--- config.mk ---
export PLATFORM = sky130hd
export DESIGN_NAME = bus_mux_pipelined
export DESIGN_NICKNAME = d
export VERILOG_FILES = /design/src/rtl/bus_mux_pipelined.sv
export SDC_FILE = /design/constraint.sdc
export NUM_CORES = 1
export LEC_CHECK = 0
export CORE_AREA = 2 2 381 383
export CTS_BUF_LIST = sky130_fd_sc_hd__clkbuf_4
export DETAILED_ROUTE_END_ITERATION = 16
export DIE_AREA = 0 0 383 385
export RECOVER_POWER = 50
export SYNTH_ARGS = -nofsm -noshare
export SYNTH_HDL_FRONTEND = slang
export SYNTH_SLANG_ARGS = --single-unit
--- constraint.sdc ---
create_clock -name clock -period 3.8 [get_ports clock]
set_input_delay 0.95 -clock clock [delete_from_list [all_inputs] [get_ports clock]]
set_output_delay 0.95 -clock clock [all_outputs]
set_load 0.1 [all_outputs]
--- src/rtl/bus_mux_pipelined.sv ---
// Registered bus multiplexer: encoded-select or round-robin source choice, valid/ready output stage.
// Optional error counter output err_count enabled by defining BUS_MUX_ERR_CNT_EN.
module bus_mux_pipelined #(
  parameter int unsigned WIDTH     = 32,
  parameter int unsigned NUM_SRC   = 27,
  parameter int unsigned MODE      = 0,
  parameter int unsigned ZERO_IDLE = 1
) (
  input  logic                              clock,
  input  logic                              clear_n,
  input  logic [NUM_SRC*WIDTH-1:0]          src_data,
  input  logic [$clog2(NUM_SRC+1)-1:0]      select,
  input  logic                              sel_valid,
  output logic                              sel_ready,
  input  logic [NUM_SRC-1:0]                req,
  output logic [NUM_SRC-1:0]                grant,
  output logic [WIDTH-1:0]                  bus_out,
  output logic                              bus_valid,
  input  logic                              bus_ready,
  output logic [$clog2(NUM_SRC+1)-1:0]      bus_src,
  output logic                              sel_err
`ifdef BUS_MUX_ERR_CNT_EN
  ,
  output logic [7:0]                        err_count
`endif
);

  localparam int unsigned SEL_W = $clog2(NUM_SRC + 1);
  localparam int unsigned PTR_W = (NUM_SRC > 1) ? $clog2(NUM_SRC) : 1;
  localparam logic [SEL_W-1:0] MAX_SEL  = SEL_W'(NUM_SRC);
  localparam logic [PTR_W-1:0] LAST_IDX = PTR_W'(NUM_SRC - 1);

  logic [WIDTH-1:0] src_arr [NUM_SRC];

  logic [WIDTH-1:0] bus_out_q, bus_out_d;
  logic             valid_q, valid_d;
  logic [SEL_W-1:0] src_q, src_d;
  logic             err_q, err_d;
  logic [PTR_W-1:0] rr_ptr_q, rr_ptr_d;

  logic             free_c;
  logic             found_c;
  logic [PTR_W-1:0] gidx_c;
  logic [WIDTH-1:0] gdata_c;
  logic [NUM_SRC-1:0] grant_c;
  logic             sel_hit_c;
  logic [WIDTH-1:0] sdata_c;

  for (genvar g = 0; g < NUM_SRC; g++) begin : g_unpack
    assign src_arr[g] = src_data[g*WIDTH +: WIDTH];
  end

  assign free_c    = !valid_q || bus_ready;
  assign sel_ready = free_c;

  // Round-robin search: first pass covers indices at/above the pointer, second pass wraps to 0.
  always_comb begin
    found_c = 1'b0;
    gidx_c  = '0;
    for (int unsigned k = 0; k < NUM_SRC; k++) begin
      if (!found_c && req[k] && (PTR_W'(k) >= rr_ptr_q)) begin
        found_c = 1'b1;
        gidx_c  = PTR_W'(k);
      end
    end
    for (int unsigned k = 0; k < NUM_SRC; k++) begin
      if (!found_c && req[k]) begin
        found_c = 1'b1;
        gidx_c  = PTR_W'(k);
      end
    end
    grant_c = '0;
    gdata_c = '0;
    for (int unsigned k = 0; k < NUM_SRC; k++) begin
      if (found_c && (gidx_c == PTR_W'(k))) begin
        grant_c[k] = 1'b1;
        gdata_c    = src_arr[k];
      end
    end
  end

  assign grant = ((MODE == 1) && clear_n && free_c) ? grant_c : '0;

  // Encoded select decode (code 1 maps to source 0).
  always_comb begin
    sel_hit_c = (select != '0) && (select <= MAX_SEL);
    sdata_c   = '0;
    for (int unsigned k = 0; k < NUM_SRC; k++) begin
      if (select == SEL_W'(k + 1)) sdata_c = src_arr[k];
    end
  end

  always_comb begin
    bus_out_d = bus_out_q;
    valid_d   = valid_q;
    src_d     = src_q;
    err_d     = 1'b0;
    rr_ptr_d  = rr_ptr_q;
    if (free_c) begin
      valid_d = 1'b0;
      src_d   = '0;
      if (ZERO_IDLE != 0) bus_out_d = '0;
      if (MODE == 0) begin
        if (sel_valid && sel_hit_c) begin
          bus_out_d = sdata_c;
          valid_d   = 1'b1;
          src_d     = select;
        end else if (sel_valid && (select > MAX_SEL)) begin
          err_d = 1'b1;
        end
      end else if (found_c) begin
        bus_out_d = gdata_c;
        valid_d   = 1'b1;
        src_d     = SEL_W'(gidx_c) + SEL_W'(1);
        rr_ptr_d  = (gidx_c == LAST_IDX) ? '0 : gidx_c + PTR_W'(1);
      end
    end
  end

  always_ff @(posedge clock or negedge clear_n) begin
    if (!clear_n) begin
      bus_out_q <= '0;
      valid_q   <= 1'b0;
      src_q     <= '0;
      err_q     <= 1'b0;
      rr_ptr_q  <= '0;
    end else begin
      bus_out_q <= bus_out_d;
      valid_q   <= valid_d;
      src_q     <= src_d;
      err_q     <= err_d;
      rr_ptr_q  <= rr_ptr_d;
    end
  end

  assign bus_out   = bus_out_q;
  assign bus_valid = valid_q;
  assign bus_src   = src_q;
  assign sel_err   = err_q;

`ifdef BUS_MUX_ERR_CNT_EN
  logic [7:0] cnt_q, cnt_d;

  // Saturating count, stepping together with the sel_err pulse.
  always_comb begin
    cnt_d = cnt_q;
    if (err_d && (cnt_q != 8'hFF)) cnt_d = cnt_q + 8'd1;
  end

  always_ff @(posedge clock or negedge clear_n) begin
    if (!clear_n) cnt_q <= '0;
    else          cnt_q <= cnt_d;
  end

  assign err_count = cnt_q;
`endif

endmodule

==> reports/results.ini <==
[timing]
fin_skew_ps = 37.7
rsz0062_at_grt = no
period_needed_ps = 3580
setup_viol = 0
drv_slew = 44
tightest_slew_ps = 1940
relSlewSlack = -0.296
fin_crit_sh = 0.941
worst_slack_ps = 222
timing.final.hold_violations = 0
max_freq_mhz = 280

[worst_setup_path]
crit_path_top_delay_cell = a221oi_1
cp_max_fo = 10
arrival_ps = 3940
critical-path-max-stage-delay_ps = 550
end_kind = flip-flop
path_class = in2reg
crit_chain = buf_2, nand2b_2, buf_12, nor2_2, buf_4, a22o_1, a221oi_1, o21ai_0, buf_4, a211oi_1, o31ai_1
path_common_cell = buf_4
critPathLaunchType = input pin
cp.required_ps = 4160

[power]
combPwrFrac = 0.770
intPower_uw = 1900
power_switching_uw = 2020
p_per_area_nw_per_um2 = 171
clkPwrFrac = 0.103
switching_share = 0.516
power.leakage_uw = 0.00810
pwr-share-seq = 0.128
total_power_uw = 3920
ir_worst_vdd_v = 0.000112

[yosys]
ys_seq_elements = 39
yosys_warnings = 0
async_reset_ff_frac = 1.00
syn_inst = 1357
synth_top_area_share = 0.106
netlist_top_cells_area = dfrtp_1 (11%), a22oi_1 (8.2%), o21ai_0 (6.8%)
synth_edf_count = 0
synth_area_sq_um = 9220
synth_ff_type = dfrtp_1
yosysTopAreaCell = dfrtp_1
synth_most_common_cell = nand2_1
ys_types = 87
synthTopCellsByCount = nand2_1 (126), o21ai_0 (125), a21oi_1 (121), nor2_1 (120), a22oi_1 (101)
seq_area_frac_synth = 0.106
syn_avg_cell_area_sq_um = 6.80

[clock_tree]
clk_latency_ps = 500
cts_buffers = 5
cts_resized = 0
ctsHoldBuffers = 0
clk_pin_slew_ps = 180
cts_tree = yes
clock_path_buffers = 2
cts-root-buf = clkbuf_4
htree_levels = 2
post_cts_buffers = 0
cts_sinks = 39

[die]
die_y_um = 385
start_util = 0.0644
ios = 967
die_w_um = 383
num_rows = 139
coreArea_sq_um = 143000
dieArea_sq_um = 147000

[hold_path]
hp-class = reg2reg

[drt]
drt_first_iter_violations = 1974
num_vias = 18725
routed-wl-met2_mm = 86.6
dr.pass1.iters = 8
highest_layer = met5
totalWireLength_mm = 188
wl_met3_mm = 17.1
m1WireLength_mm = 79.2
via_per_inst = 4.24
postRouteAntennaNets = 0
post_drt_wl_per_cell_um = 42.6
drcViolationCount = 0

[job]
drv_cap = 2

[grt]
first_global_vias = 18081
overflow = 0
antenna_found_initial = 200
grt_max_degree = 32
grt_pass1_wl_mm = 226
gr-usage-all-layers = 0.243

[final_layout]
final_util = 0.160
area.growth.synth_to_final_pct = 149
nets = 3367
drive_gt1_frac = 0.173

[outcome]
violations = max-capacitance violations, max-slew violations
status = finished, violations left

[placed_design]
port_buffers = 912
globalplace.congestion = 0.943
hpwlAfterDp_mm = 168
post-place-ws_ps = -555

registers in the layout, indices dropped and copies added (netlist names):
register,cells
bus_out,32
bus_src,5
bus_valid,1
sel_err,1
final cells by class:
| class | instances | area, sq um |
|---|---|---|
| fillers | 16424 | 120000 |
| clock inverters | 3 | 46.3 |
| multi-input cells | 1177 | 7570 |
| clock buffers | 5 | 37.5 |
| repair buffers | 1237 | 11800 |
| inverters | 7 | 26.3 |
| well taps | 1903 | 2380 |
| flip-flops and latches | 39 | 976 |
| diodes | 44 | 110 |
cells in the final DEF (no fill, tap or decap), types with 10 or more instances in the layout:
cell type        netlist  routed
a221oi_1              39      38
a222oi_1              27      27
a22o_1                33      33
dfrtp_1               39      39
a211oi_1              35      35
nand3_1               35      35
buf_4                 40     313
o41ai_1               10      10
o211ai_1              18      18
a32oi_1               17      17
nor2_4                 4      14
clkdlybuf4s50_1        0     866
diode_2                0      44
a22oi_1              101     101
nand4_1               13      13
buf_12                 0      33
conb_1                 1      27
o21ai_0              125     125
a31oi_1               11      11
clkbuf_1              47      23
and3_1                12      12
nor3_1                22      21
nor2_1               120     112
o22ai_1               48      48
nand2_1              126     126
o31ai_1               13      13
o221ai_1              16      16
mux2_2                19      19
a21oi_1              121     121
mux2i_1               15      15
per-stage QoR:
step           hold WS (ps)  cell area, sq um  setup TNS (ps)  cells
3_3_place_gp            462             22800           -1650   4363
6_report                504             22900               0   4415
3_5_place_dp            467             22800           -1460   4363
5_1_grt                 531             22900               0   4387
2_1_floorplan           654              9320               0   1383
4_1_cts                 415             22900               0   4371
path summary, 6_finish.rpt:
path	from	end	slack [ps]	depth (start not counted)
max	select[4]	bus_out[15]	220	11
min	bus_out[16]	bus_out[16]	500	2
max reg2reg	bus_valid	bus_out[8]	930	7
min reg2reg	bus_out[16]	bus_out[16]	500	2
max in group asynchronous	clear_n	bus_src[0]	1140	2
min in group asynchronous	clear_n	bus_out[7]	760	1
metal layers:
metal | GRT usage | vias to the layer above
met2 | 0.398 | 1283
met3 | 0.0792 | 329
met5 | 0 | -
li1 | - | 7695
met4 | 0.0505 | 120
met1 | 0.309 | 9298
power by group through the flow:
stage                     registers (uW)  logic (uW)  clock network (uW)
after floorplan                      852         692                   0
after global placement               507        3040                   0
after detailed placement             510        3030                   0
after CTS                            501        3040                 426
after global routing                 505        3110                 424
final                                500        3020                 403
logic make-up after synthesis:
family,count (synthesis),synth area share
AOI/OAI and AO/OA,698,0.527
buffers and inverters,167,0.100
DFF,39,0.106
muxes,34,0.0395
other,1,0.000407
and+or+nand+nor,418,0.227
critical path, delay by kind of cell:
family	cells	cell delay, ps
AO/OA/AOI/OAI	5	1530
buffers and inverters	4	920
AND/OR/NAND/NOR	2	490
(Power assumes the default switching activity.)
